**src/rtl/regfile_pkg.sv**
```systemverilog
// Shared types and default widths for the register file write-back path.
package regfile_pkg;
    localparam int RF_ADDRESS_WIDTH = 5;
    localparam int RF_DATA_WIDTH    = 32;

    typedef logic [RF_ADDRESS_WIDTH-1:0] reg_idx_t;

    typedef struct packed {
        reg_idx_t                 rd;
        logic [RF_DATA_WIDTH-1:0] data;
    } wb_entry_t;
endpackage

```
**src/rtl/sync_fifo.sv**
```systemverilog
// Small synchronous FIFO with first-word-fall-through read; DEPTH must be a power of two >= 2.
module sync_fifo #(
    parameter int WIDTH = 8,
    parameter int DEPTH = 4
) (
    input  logic             clk,
    input  logic             rst,
    input  logic             push,
    input  logic [WIDTH-1:0] push_data,
    input  logic             pop,
    output logic [WIDTH-1:0] pop_data,
    output logic             full,
    output logic             empty
);
    localparam int PTR_W = (DEPTH > 1) ? $clog2(DEPTH) : 1;

    logic [WIDTH-1:0] mem [DEPTH];
    logic [PTR_W-1:0] wr_ptr_reg;
    logic [PTR_W-1:0] rd_ptr_reg;
    logic [PTR_W:0]   count_reg;
    logic             do_push;
    logic             do_pop;

    assign full     = (count_reg == (PTR_W+1)'(DEPTH));
    assign empty    = (count_reg == '0);
    assign do_push  = push && !full;
    assign do_pop   = pop && !empty;
    assign pop_data = mem[rd_ptr_reg];

    always_ff @(posedge clk) begin
        if (rst) begin
            wr_ptr_reg <= '0;
            rd_ptr_reg <= '0;
            count_reg  <= '0;
        end else begin
            if (do_push) begin
                wr_ptr_reg <= wr_ptr_reg + 1'b1;
            end
            if (do_pop) begin
                rd_ptr_reg <= rd_ptr_reg + 1'b1;
            end
            count_reg <= count_reg + (PTR_W+1)'(do_push) - (PTR_W+1)'(do_pop);
        end
    end

    // Storage needs no reset: entries are only observed once counted in.
    always_ff @(posedge clk) begin
        if (do_push) begin
            mem[wr_ptr_reg] <= push_data;
        end
    end
endmodule

```
**src/rtl/regfile_writeback.sv**
```systemverilog
// Register file write-port controller: merges ALU results with in-order load
// responses and tracks which registers still await a load.
module regfile_writeback
    import regfile_pkg::*;
#(
    parameter int ADDRESS_WIDTH = RF_ADDRESS_WIDTH,
    parameter int DATA_WIDTH    = RF_DATA_WIDTH,
    parameter int LQ_DEPTH      = 4
) (
    input  logic                          clk,
    input  logic                          rst,
    input  logic                          alu_valid,
    input  logic [ADDRESS_WIDTH-1:0]      alu_rd,
    input  logic [DATA_WIDTH-1:0]         alu_data,
    input  logic                          ld_issue_valid,
    input  logic [ADDRESS_WIDTH-1:0]      ld_issue_rd,
    output logic                          ld_issue_ready,
    input  logic                          ld_resp_valid,
    input  logic [DATA_WIDTH-1:0]         ld_resp_data,
    output logic                          ld_resp_ready,
    output logic [ADDRESS_WIDTH-1:0]      ad3,
    output logic                          we3,
    output logic [DATA_WIDTH-1:0]         wd3,
    output logic [(1<<ADDRESS_WIDTH)-1:0] busy,
    output logic                          err
);
    localparam int NREGS    = 1 << ADDRESS_WIDTH;
    localparam int WB_WIDTH = ADDRESS_WIDTH + DATA_WIDTH;
    localparam int WB_DEPTH = 2;

    logic                     tag_push;
    logic                     tag_pop;
    logic                     tag_full;
    logic                     tag_empty;
    logic [ADDRESS_WIDTH-1:0] tag_head;

    logic                     wb_push;
    logic                     wb_pop;
    logic                     wb_full;
    logic                     wb_empty;
    logic [WB_WIDTH-1:0]      wb_in;
    logic [WB_WIDTH-1:0]      wb_head;
    logic [ADDRESS_WIDTH-1:0] wb_head_rd;
    logic [DATA_WIDTH-1:0]    wb_head_data;

    logic                     issue_acc;
    logic                     resp_acc;
    logic                     alu_win;

    logic [NREGS-1:0]         busy_reg;
    logic [NREGS-1:0]         busy_next;
    logic [ADDRESS_WIDTH-1:0] ad3_reg;
    logic [DATA_WIDTH-1:0]    wd3_reg;
    logic                     we3_reg;
    logic                     from_load_reg;
    logic                     err_reg;

    assign ld_issue_ready = !tag_full && !busy_reg[ld_issue_rd];
    assign ld_resp_ready  = !wb_full;
    assign issue_acc      = ld_issue_valid && ld_issue_ready;
    assign resp_acc       = ld_resp_valid && ld_resp_ready;

    assign tag_push = issue_acc;
    assign tag_pop  = resp_acc && !tag_empty;
    assign wb_push  = resp_acc && !tag_empty;
    assign wb_in    = {tag_head, ld_resp_data};

    assign wb_head_rd   = wb_head[WB_WIDTH-1:DATA_WIDTH];
    assign wb_head_data = wb_head[DATA_WIDTH-1:0];
    assign alu_win      = alu_valid && (alu_rd != '0);
    assign wb_pop       = !alu_win && !wb_empty;

    sync_fifo #(
        .WIDTH (ADDRESS_WIDTH),
        .DEPTH (LQ_DEPTH)
    ) u_tag_queue (
        .clk       (clk),
        .rst       (rst),
        .push      (tag_push),
        .push_data (ld_issue_rd),
        .pop       (tag_pop),
        .pop_data  (tag_head),
        .full      (tag_full),
        .empty     (tag_empty)
    );

    sync_fifo #(
        .WIDTH (WB_WIDTH),
        .DEPTH (WB_DEPTH)
    ) u_wb_fifo (
        .clk       (clk),
        .rst       (rst),
        .push      (wb_push),
        .push_data (wb_in),
        .pop       (wb_pop),
        .pop_data  (wb_head),
        .full      (wb_full),
        .empty     (wb_empty)
    );

    // A busy bit drops on the edge that commits its load write; x0 is never busy.
    generate
        for (genvar gi = 0; gi < NREGS; gi++) begin : g_busy
            if (gi == 0) begin : g_zero
                assign busy_next[gi] = 1'b0;
            end else begin : g_reg
                assign busy_next[gi] =
                    (busy_reg[gi] && !(we3_reg && from_load_reg && ad3_reg == ADDRESS_WIDTH'(gi)))
                    || (issue_acc && ld_issue_rd == ADDRESS_WIDTH'(gi));
            end
        end
    endgenerate

    always_ff @(posedge clk) begin
        if (rst) begin
            ad3_reg       <= '0;
            wd3_reg       <= '0;
            we3_reg       <= 1'b0;
            from_load_reg <= 1'b0;
            busy_reg      <= '0;
            err_reg       <= 1'b0;
        end else begin
            busy_reg <= busy_next;
            if (resp_acc && tag_empty) begin
                err_reg <= 1'b1;
            end
            if (alu_win) begin
                ad3_reg       <= alu_rd;
                wd3_reg       <= alu_data;
                we3_reg       <= 1'b1;
                from_load_reg <= 1'b0;
            end else if (!wb_empty) begin
                ad3_reg       <= wb_head_rd;
                wd3_reg       <= wb_head_data;
                we3_reg       <= (wb_head_rd != '0);
                from_load_reg <= 1'b1;
            end else begin
                we3_reg       <= 1'b0;
                from_load_reg <= 1'b0;
            end
        end
    end

    assign ad3  = ad3_reg;
    assign wd3  = wd3_reg;
    assign we3  = we3_reg;
    assign busy = busy_reg;
    assign err  = err_reg;
endmodule

```
**config.mk**
```make
export PLATFORM = sky130hd
export DESIGN_NAME = regfile_writeback
export DESIGN_NICKNAME = d
export VERILOG_FILES = /design/src/rtl/regfile_pkg.sv /design/src/rtl/sync_fifo.sv /design/src/rtl/regfile_writeback.sv
export SDC_FILE = /design/constraint.sdc
export NUM_CORES = 1
export LEC_CHECK = 0
export ABC_AREA = 1
export BUFFER_PORTS_ARGS = -buffer_cell sky130_fd_sc_hd__buf_4
export CAP_MARGIN = 20
export CORE_MARGIN = 5
export CORE_UTILIZATION = 49
export CTS_BUF_LIST = sky130_fd_sc_hd__clkbuf_16
export DETAILED_ROUTE_END_ITERATION = 8
export PLACE_DENSITY = 0.72
export SYNTH_ARGS = -nofsm -noshare
export SYNTH_HDL_FRONTEND = slang
export SYNTH_SLANG_ARGS = --single-unit
```
**constraint.sdc**
```tcl
create_clock -name clk -period 3.54 [get_ports clk]
set_clock_uncertainty 0.1 [all_clocks]
set_input_delay 0.531 -clock clk [delete_from_list [all_inputs] [get_ports clk]]
set_output_delay 0.531 -clock clk [all_outputs]
set_load 0.01 [all_outputs]
```
Word level (Yosys, flattened, before mapping)
Memory sizes are Yosys's and may differ from the RTL's. A register that Yosys moved wholly into a read port is not among the register bits.
Index checks and enable logic that the tools add are counted.
{"block": "classes", "n_addsub": 8, "n_reduce_logical": 178, "n_lt_le_gt_ge": 1, "eq_ne": 65, "n_mux": 17}
{"operator": "$eq A5 B5 Y1 const B", "count": 32}
{"operator": "$logic_and A1 B1 Y1", "count": 105}
{"operator": "$eq A5 B4 Y1 const B", "count": 16}
{"operator": "$mux W32", "count": 2}
{"operator": "$eq A5 B3 Y1 const B", "count": 8}
{"operator": "$logic_not A1 Y1", "count": 37}
{"operator": "$logic_or A1 B1 Y1", "count": 31}
{"operator": "$eq A5 B2 Y1 const B", "count": 4}
{"operator": "$eq A5 B1 Y1 const B", "count": 2}
{"operator": "$mux W1", "count": 10}
{"operator": "$mux W5", "count": 2}
{"operator": "$reduce_bool A5 Y1", "count": 2}
{"operator": "$lt A5 B6 Y1 const B", "count": 1}
{"operator": "$bmux W1 S5", "count": 1}
{"operator": "$add A2 B1 Y2 const B", "count": 2}
{"operator": "$mux W2", "count": 2}
{"operator": "$add A3 B1 Y3", "count": 1}
{"operator": "$eq A3 B3 Y1 const B", "count": 1}
{"operator": "$logic_not A3 Y1", "count": 1}
{"operator": "$sub A3 B1 Y3", "count": 1}
{"operator": "$add A1 B1 Y1 const B", "count": 2}
{"operator": "$add A2 B1 Y2", "count": 1}
{"operator": "$eq A2 B2 Y1 const B", "count": 1}
{"operator": "$logic_not A2 Y1", "count": 1}
{"operator": "3 further kinds", "count": 3}
{"block": "totals", "input_bits": 79, "n_memories": 2, "reg_bits": 83, "wordCells": 284, "mem_bits_rw": 94}
{"name": "u_wb_fifo.mem", "words": 2, "width": 37, "rd": 1, "rd_clocked_by_memory_dff": 1, "wr": 1, "line": "sync_fifo.sv:17", "rtl": "logic [WIDTH-1:0] mem [DEPTH];"}
{"name": "u_tag_queue.mem", "words": 4, "width": 5, "rd": 1, "rd_clocked_by_memory_dff": 1, "wr": 1, "line": "sync_fifo.sv:17"}

Logic depth before layout (Yosys ltp)
Gate-level depths: netlist of the first run.
{"block": "logic_depth", "ltp_word": 8, "depth_mapped": 17, "depth_no_buf": 15}

Hierarchy
A second synthesis of the first run with hierarchy kept.
{"block": "hier_totals", "hier_cells": 818, "hier_area_um2": 7915.1}
{"module": "regfile_writeback", "seq_area_each_um2": 1421.4, "instances": 1, "area_each_um2": 3608.5, "cells_each": 547}
{"module": "sync_fifo (u_wb_fifo)", "seq_area_each_um2": 2322.2, "instances": 1, "area_each_um2": 3074.2, "cells_each": 154}
{"module": "sync_fifo (u_tag_queue)", "seq_area_each_um2": 780.7, "instances": 1, "area_each_um2": 1232.4, "cells_each": 117}

Worst setup path after synthesis of the first run
OpenSTA, ideal clock, no wires.
{"block": "synth_timing", "kind": "input to register", "from": "input ld_resp_valid", "to": "memory u_wb_fifo.mem[1][0] (netlist bit), enable pin", "t_arrival_ns": 2.646, "path_slack_ns": 0.361, "n_path_buf": 0, "setup_ns": 0.433, "cell_stages": 4, "path_cell_list": "nand2_1 > a31oi_1 > inv_1 > nor2_1"}
{"block": "synth_between", "elab_chain_cells": 5}
{"item": "start, declared", "line": "regfile_writeback.sv:18", "rtl": "input logic ld_resp_valid,"}
{"item": "$logic_and A1 B1 Y1", "line": "regfile_writeback.sv:61", "rtl": "assign resp_acc = ld_resp_valid && ld_resp_ready;"}
{"item": "$logic_and A1 B1 Y1", "line": "regfile_writeback.sv:65", "rtl": "assign wb_push = resp_acc && !tag_empty;"}
{"item": "$logic_and A1 B1 Y1", "line": "sync_fifo.sv:26", "rtl": "assign do_push = push && !full;"}
{"item": "$mux W1", "line": "sync_fifo.sv:48", "rtl": "if (do_push) begin"}
{"item": "$mux W1 (not written as such)", "line": "sync_fifo.sv:49", "rtl": "mem[wr_ptr_reg] <= push_data;"}
{"item": "end, declared", "line": "sync_fifo.sv:17"}
Every way passes these cells.

Worst setup path in the final report of the first run
{"block": "layout_timing", "from": "input ld_issue_rd[0]", "to": "output ld_issue_ready"}
{"block": "layout_between", "elab_chain_cells": 4}
{"item": "start, declared", "line": "regfile_writeback.sv:16", "rtl": "input logic [ADDRESS_WIDTH-1:0] ld_issue_rd,"}
{"item": "$bmux W1 S5", "line": "regfile_writeback.sv:58", "rtl": "assign ld_issue_ready = !tag_full && !busy_reg[ld_issue_rd];"}
{"item": "$mux W1 (not written as such)", "line": "regfile_writeback.sv:58"}
{"item": "$logic_not A1 Y1", "line": "regfile_writeback.sv:58"}
{"item": "$logic_and A1 B1 Y1", "line": "regfile_writeback.sv:58"}
{"item": "end, declared", "line": "regfile_writeback.sv:17", "rtl": "output logic ld_issue_ready,"}
Every way passes these cells. The select of a mux whose other input is x is not followed.

==> flow_summary_export.csv, run 1 <==
group,metric,value,unit
status,status,"finished clean",
worst_setup_path,path_common_cell,"nand2_1",
placed_design,post-place-cells,1131,
worst_setup_path,crit_type,"primary input to output pin",
logic_synthesis,ys_types,35,
pwr,leakagePower,3.85,nW
detailed_routing,vias,6239,
worst_setup_path,max_stage_delay,390,ps
sta,max_freq,364,MHz
run,cap_violations,0,
worst_setup_path,rrSetupSlack,1030,ps
global_routing,grt_util_met2,32.9,%
placed_design,numPortBuffers,150,
sta,rsz0062_at_grt,"no",
worst_setup_path,cp.required,2910,ps
global_routing,grtUsageTotal,21.4,%
pwr,design_power_total,6.02,mW
clock_network,htreeDepth,4,
pwr,ir_drop,0.000396,V
logic_synthesis,yosysWarningCount,0,
logic_synthesis,syn_area,7660,sq um
clock_network,cts_resized,0,
die,die_y,135,um
hold_path,whs_path_depth,1,
global_routing,grt_start_max_net_pins,69,
worst_setup_path,rr_endpoint,"u_tag_queue.count_reg[2]",
global_routing,antenna_found_initial,0,
placed_design,post-place-ws,531,ps
sta,hold_ws,179,ps
logic_synthesis,ys.flop_type,"edfxtp_1",
sta,period_share,77.6,%
final_layout,largest_reg_flops,74,
sta,worst_pin_slew,952,ps
sta,tns,0,ps
worst_setup_path,cp-end-kind,"output pin",
die,num_io_pins,152,
detailed_routing,wirelength,19.6,mm
worst_setup_path,cp.arrival,2120,ps
detailed_routing,post-route-drc-count,0,
logic_synthesis,synthCells,806,
clock_network,cts_sinks,179,
final_layout,fin_nets,1027,
worst_setup_path,worst-path-stages,11,
worst_setup_path,r2r_cells,11,
worst_setup_path,path_delay_family,"simple AND/OR/NAND/NOR gates",
worst_setup_path,crit_slowest_cell,"nor2_1",
clock_network,clk_pin_slew,70,ps
sta,hold_viol,0,
hold_path,min_from,"ld_resp_data[23]",
clock_network,insertion_delay,430,ps
worst_setup_path,cp.buffers_inverters,4,
global_routing,grt-ovfl-total,0,
detailed_routing,wl_per_cell,16.9,um
logic_synthesis,synth_top_area_share,36.9,%
clock_network,cts_tree,"built",
sta,fin_crit,2750,ps
die,die_area,18200,sq um
clock_network,cts_hold_buf,0,
detailed_routing,dr.pass1.iters,5,
final_layout,area_growth,24.2,%
worst_setup_path,cp-start-kind,"primary input",
die,die_x,135,um
final_layout,layout_commonest_cell,"nand2_1",
logic_synthesis,synth.area.top_cells,"edfxtp_1 (37%), dfxtp_1 (22%), nand2_1 (9.1%), nor2_1 (3.6%), o21ai_0 (3.5%)",
placed_design,dpl.hpwl,13.7,mm
sta,finalWorstSetupSlack,794,ps
die,core_area,15300,sq um
worst_setup_path,crit_chain,"buf_4, inv_2, nor2_1, nand2_1, nand3_1, nand2_1, nand2_1, o21ai_0, nand3_2, inv_1, buf_4",
die,start_util,50.2,%
worst_setup_path,rr_startpoint,"u_wb_fifo.count_reg[0]",
sta,slew_headroom,36.5,%
logic_synthesis,syn-num-nets,894,
logic_synthesis,ys_ff_latch,179,
final_layout,fin_cells,1163,
logic_synthesis,postSynthAreaPerCell,9.50,sq um
clock_network,cts_max_path_buffers,2,
sta,slew_violations,0,
detailed_routing,via_per_inst,5.36,
hold_path,min_path_type,"primary input to register",
logic_synthesis,synthArstFlopShare,0,%
detailed_routing,drt_iter0_drc,500,
final_layout,drive_gt1_share,21.8,%
pwr,power_density,633,nW/um^2
global_routing,grt_pass1_vias,5796,
global_routing,grtUsageMet3,4.43,%
logic_synthesis,yosys.area.top_type,"edfxtp_1",
clock_network,cts_setup_buffers,0,
final_layout,mostFrequentLayoutCells,"nand2_1 (185), buf_4 (157), edfxtp_1 (94), dfxtp_1 (84), nor2_1 (72)",
worst_setup_path,path_max_fanout,21,
logic_synthesis,ys_seq_area_share,59.1,%
sta,finalSetupViolations,0,
global_routing,grt_pass1_wl,30.7,mm
final_layout,n_antenna_cell,0,
clock_network,root_buffer,"clkbuf_16",
die,rows,45,
placed_design,routabilityCongestion,0.918,
clock_network,numCtsBuffers,17,
hold_path,min_to,"u_wb_fifo.mem[0][23]",
detailed_routing,antenna_left,0,
logic_synthesis,synth-edff-count,94,
global_routing,grt_use_met1,29.8,%
global_routing,globalRoute.busiestLayer,"met2",
metal layers:
layer	up-vias	wire, um
met5	-	0
met4	0	495
met3	39	1430
met2	264	8950
met1	2897	8770
li1	3039	-
cells in the mapped netlist, types with 6 or more instances:
| master | instances |
|---|---|
| a21oi_1 | 39 |
| nor2_1 | 74 |
| clkbuf_1 | 21 |
| a221oi_1 | 8 |
| o22ai_1 | 6 |
| a31oi_1 | 26 |
| dfxtp_1 | 85 |
| o21ai_0 | 53 |
| inv_1 | 67 |
| nand3_1 | 8 |
| buf_4 | 9 |
| o211ai_1 | 16 |
| edfxtp_1 | 94 |
| mux2i_1 | 13 |
| nor3_1 | 17 |
| nand4_1 | 33 |
| nand2_1 | 185 |
| ha_1 | 8 |
| buf_2 | 8 |
| mux2_2 | 7 |
stage by stage:
step / util (%) / cell area [sq um]
final: 62.3 / 9510
after global routing: 62.3 / 9510
after CTS: 62.3 / 9510
after detailed placement: 58.4 / 8910
after global placement: 58.4 / 8910
after floorplan: - / 7660
worst max path at each step:
stage / start / end / slack, ps
after detailed placement: ld_issue_rd[0] / u_tag_queue.count_reg[2] / 530
after global routing: ld_issue_rd[0] / ld_issue_ready / 600
final: ld_issue_rd[0] / ld_issue_ready / 790
after CTS: ld_issue_rd[0] / ld_issue_ready / 800
after global placement: ld_issue_rd[0] / u_tag_queue.count_reg[2] / 660
after floorplan: ld_resp_valid / u_wb_fifo.mem[1][0] / 360
report_power, final:
group / leakage, nW / internal (mW) / switching, mW
Combinational: 1.99 / 0.520 / 0.835
Sequential: 1.56 / 2.56 / 0.204
Clock: 0.300 / 1.09 / 0.807
Total: 3.85 / 4.17 / 1.85
cell type report:
class / count / area [sq um]
Clock buffer: 18 / 450
Timing Repair Buffer: 159 / 1220
Sequential cell: 179 / 4530
Tap cell: 211 / 264
Inverter: 73 / 274
Clock inverter: 14 / 148
Fill cell: 1273 / 5750
Multi-Input combinational cell: 509 / 2630
cell families (layout without fill, tap and decap cells):
| group | after synthesis | count (layout) | share of synthesized area (%) |
|---|---|---|---|
| simple gates | 324 | 324 | 17.8 |
| fa+ha+maj | 9 | 9 | 1.57 |
| flops | 179 | 179 | 59.1 |
| xor+xnor | 2 | 2 | 0.229 |
| other cells | 1 | 1 | 0.0490 |
| mux | 20 | 20 | 2.73 |
| buf+inv | 118 | 264 | 6.75 |
| compound gates | 153 | 153 | 11.8 |
(Power assumes the default switching activity.)
==> inputs of run 2 (changes only) <==
- PLACE_DENSITY: 0.72 -> 0.75
- clock period: 3.54 -> 2.4 ns (I/O delays scaled with it)
==> flow_summary_export.csv, run 2 (synthesized netlist as in run 1, its figures left out) <==
group,metric,value,unit
global_routing,grt_pass1_wl,31.3,mm
pwr,seq_power_share,44.2,%
detailed_routing,drt_iter0_drc,608,
pwr,ir_drop,0.000605,V
clock_network,numCtsBuffers,17,
die,die_x,135,um
worst_setup_path,path_max_fanout,3,
die,num_io_pins,152,
final_layout,drive_gt1_share,23.3,%
sta,hold_viol,0,
pwr,p_int,6.39,mW
die,core_area,15300,sq um
detailed_routing,antenna_left,0,
worst_setup_path,cp.arrival,1780,ps
detailed_routing,post-route-drc-count,0,
sta,tns,0,ps
sta,hold_ws,17.8,ps
hold_path,min_path_type,"primary input to register",
status,status,"finished clean",
clock_network,htreeDepth,4,
die,rows,45,
final_layout,seqCellArea,4530,sq um
final_layout,multi_input_area,2630,sq um
pwr,p_sw_share,29.7,%
die,start_util,50.2,%
sta,max_freq,447,MHz
clock_network,cts_setup_buffers,0,
sta,rsz0062_at_grt,"no",
worst_setup_path,cp-end-kind,"output pin",
placed_design,dpl.hpwl,14.0,mm
sta,slew_headroom,55.2,%
detailed_routing,dr.pass1.iters,6,
clock_network,root_buffer,"clkbuf_16",
pwr,power_frac_clock,31.8,%
placed_design,post-place-ws,-90.4,ps
clock_network,clk_pin_slew,70,ps
detailed_routing,wirelength,20.1,mm
sta,period_share,93.2,%
final_layout,fin_nets,1075,
worst_setup_path,crit_type,"register to output pin",
global_routing,grtUsageTotal,22.0,%
clock_network,cts_tree,"built",
worst_setup_path,cp-start-kind,"register",
run,cap_violations,0,
die,die_area,18200,sq um
sta,fin_crit,2240,ps
final_layout,n_antenna_cell,0,
pwr,comb_power_share,24.0,%
clock_network,insertion_delay,430,ps
final_layout,mostFrequentLayoutCells,"nand2_1 (185), buf_4 (185), edfxtp_1 (94), dfxtp_1 (84), nor2_1 (72)",
final_layout,largest_reg_flops,74,
final_layout,fillerInstances,1233,
die,die_y,135,um
pwr,power.switching,2.71,mW
sta,finalWorstSetupSlack,164,ps
global_routing,grt_pass1_vias,6026,
sta,finalSetupViolations,0,
global_routing,antenna_found_initial,0,
sta,worst_pin_slew,670,ps
clock_network,cts_sinks,179,
sta,slew_violations,0,
placed_design,routabilityCongestion,0.930,
pwr,power_density,916,nW/um^2
placed_design,numPortBuffers,150,
final_layout,area_growth,29.8,%
pwr,design_power_total,9.10,mW
clock_network,cts_max_path_buffers,2,
global_routing,grt_start_max_net_pins,41,
worst_setup_path,cp.required,1940,ps
detailed_routing,vias,6501,
detailed_routing,via_per_inst,5.37,
global_routing,grt-ovfl-total,0,
detailed_routing,wl_per_cell,16.6,um
pwr,leakagePower,4.09,nW
run 2: cell types whose count changed in the layout (fill, tap and decap cells not counted), moves of 2 or more:
| cell | change |
|---|---|
| dlygate4sd3_1 | +20 |
| clkinv_2 | -3 |
| buf_4 | +28 |
| inv_1 | +4 |
| bufinv_16 | +2 |
run 2: repair_timing:
action | 4_1_cts | 5_1_grt
endpoints found under the setup margin | 0 | 1
gates resized for setup | 0 | 1
hold buffers | 18 | 2
hold endpoints to repair | 33 | 3
run 2: routing by layer:
metal / part of all wire [%] / GRT usage (%) / wire (um) / vias to the layer above
met5: 0 / 0 / 0 / -
met4: 1.8 / 7.50 / 368 / 0
met3: 8.4 / 4.84 / 1690 / 32
met2: 47 / 35.3 / 9480 / 303
met1: 42 / 29.7 / 8520 / 3026
li1: - / - / - / 3140
run 2: critical path, stage by stage (launching register included):
cell	delay, ps
dfxtp_1	360
nand2_1	90
nand2_1	50
nand2_1	50
nand2_1	40
nand2_1	50
nand2_1	100
o21ai_4	180
nand3_2	120
buf_4	160
inv_1	40
buf_4	110
run 2: cell type report:
type                    count  share of cell area (%)
flip-flops and latches    179                    45.5
multi-input cells         509                    26.5
repair buffers            207                    16.4
clock buffers              17                    4.28
inverters                  73                    2.76
well taps                 211                    2.66
clock inverters            15                    1.90
run 2: metrics by stage:
stage          instance area [sq um]  cells  util [%]
2_1_floorplan                   7660    806         -
3_3_place_gp                    9120   1159      59.8
3_5_place_dp                    9120   1159      59.8
4_1_cts                         9920   1209      65.0
5_1_grt                         9940   1211      65.1
6_report                        9940   1211      65.1
run 2: path summary, 6_finish.rpt:
kind	to	depth (start not counted)	slack, ps	startpoint
hold / removal	u_wb_fifo.mem[1][28]	1	20	ld_resp_data[28]
hold reg to reg	register	1	360	u_wb_fifo.rd_ptr_reg
setup / recovery	ld_issue_ready	11	160	busy[21]
setup reg to reg	u_tag_queue.count_reg[2]	14	310	busy[21]
run 2: power groups by stage:
stage / combinational, mW / sequential [mW] / clock [mW]
global route: 2.43 / 4.07 / 3.07
CTS: 2.19 / 4.02 / 2.92
global placement: 2.11 / 4.06 / 0
detailed placement: 2.15 / 4.08 / 0
finish: 2.18 / 4.02 / 2.90
floorplan: 1.30 / 4.07 / 0
==> inputs of run 3 (changes only) <==
- CORE_MARGIN: 5 -> 10
- GPL_TIMING_DRIVEN: not set -> 0
==> flow_summary_export.csv, run 3 (synthesized netlist as in run 1, its figures left out) <==
group,metric,value,unit
sta,rsz0062_at_grt,"no",
final_layout,largest_reg_flops,74,
sta,period_share,94.2,%
detailed_routing,wl_per_cell,18.7,um
pwr,leakagePower,3.98,nW
detailed_routing,wirelength,22.9,mm
clock_network,numCtsBuffers,17,
die,die_x,145,um
final_layout,area_growth,29.0,%
sta,tns,0,ps
die,num_io_pins,152,
sta,hold_viol,0,
status,status,"finished clean",
die,rows,45,
detailed_routing,post-route-drc-count,0,
sta,slew_violations,0,
sta,max_freq,442,MHz
die,die_area,21000,sq um
clock_network,insertion_delay,430,ps
clock_network,root_buffer,"clkbuf_16",
sta,worst_pin_slew,818,ps
die,core_area,15300,sq um
clock_network,cts_max_path_buffers,2,
worst_setup_path,path_max_fanout,6,
final_layout,n_antenna_cell,0,
pwr,design_power_total,8.77,mW
detailed_routing,dr.pass1.iters,5,
clock_network,cts_tree,"built",
final_layout,mostFrequentLayoutCells,"nand2_1 (182), buf_4 (158), edfxtp_1 (94), dfxtp_1 (85), nor2_1 (70)",
global_routing,grt_pass1_vias,6183,
clock_network,clk_pin_slew,70,ps
run,cap_violations,0,
pwr,ir_drop,0.000589,V
sta,hold_ws,20.9,ps
worst_setup_path,cp.arrival,2450,ps
sta,slew_headroom,45.5,%
final_layout,layout_commonest_cell,"nand2_1",
die,die_y,145,um
detailed_routing,drt_iter0_drc,659,
placed_design,numPortBuffers,148,
detailed_routing,antenna_left,0,
clock_network,cts_sinks,179,
sta,finalSetupViolations,0,
hold_path,min_path_type,"primary input to register",
die,start_util,50.2,%
pwr,power_density,888,nW/um^2
worst_setup_path,crit_type,"register to register",
sta,fin_crit,2260,ps
final_layout,fin_nets,1085,
placed_design,dpl.hpwl,16.9,mm
detailed_routing,via_per_inst,5.42,
placed_design,routabilityCongestion,1.01,
global_routing,grt_pass1_wl,34.3,mm
global_routing,grtUsageTotal,20.5,%
final_layout,finalInstanceArea,9870,sq um
global_routing,grt_start_max_net_pins,30,
placed_design,placed_cell_area,9090,sq um
worst_setup_path,cp-start-kind,"register",
clock_network,htreeDepth,4,
final_layout,drive_gt1_share,22.6,%
worst_setup_path,cp-end-kind,"register",
global_routing,antenna_found_initial,0,
global_routing,grt-ovfl-total,0,
detailed_routing,vias,6615,
worst_setup_path,cp.required,2590,ps
-- run 3: repair_timing --
item / CTS / global route
hold endpoints to repair: 17 / 24
hold buffers: 9 / 12
setup endpoints to repair: 4 / 52
buffers inserted: 0 / 2
pin swaps: 0 / 3
gates resized for setup: 3 / 11
-- run 3: final timing paths --
check        cells past startpoint              from                  endpoint  slack, ps
min reg2reg                      2            wd3[0]                    wd3[0]        380
min                              1  ld_resp_data[19]      u_wb_fifo.mem[0][19]         20
max                             13          busy[26]  u_tag_queue.count_reg[1]        140
max reg2reg                     13          busy[26]  u_tag_queue.count_reg[1]        140
-- run 3: per-stage QoR --
step | util, % | setup slack, ps | cells
global placement | 59.2 | -830 | 1165
floorplan | - | -144 | 806
global route | 64.7 | 9.23 | 1221
CTS | 63.7 | 11.0 | 1208
detailed placement | 59.5 | -604 | 1167
finish | 64.7 | 139 | 1221
-- run 3: layer usage --
| metal | wire length, um | vias up | global-route usage (%) |
|---|---|---|---|
| met3 | 1790 | 23 | 5.90 |
| met1 | 9680 | 3166 | 26.1 |
| met4 | 284 | 0 | 4.95 |
| met2 | 11100 | 270 | 33.8 |
| met5 | 0 | - | 0 |
| li1 | - | 3156 | - |
-- run 3: worst max-delay path, cell delays in order, from the launching register on --
cell	delay, ps
dfxtp_1	350
nand2_1	80
nand2_1	40
nand2_1	60
nand3_1	70
nand2_1	70
nand2_1	90
o21ai_4	250
nand3_2	130
nor2_4	190
ha_1	200
fa_1	410
inv_1	60
nor2_1	30
-- run 3: power by group --
part / switching, mW / internal (mW)
registers: 0.216 / 3.77
clock network: 1.18 / 1.33
logic: 1.41 / 0.867
-- run 3: layout make-up --
type / instances / area [sq um]
multi-input cells: 509 / 2660
clock inverters: 15 / 108
plain buffers: 44 / 239
repair buffers: 173 / 1380
well taps: 211 / 264
inverters: 73 / 275
clock buffers: 17 / 425
fillers: 1244 / 5380
flip-flops and latches: 179 / 4520
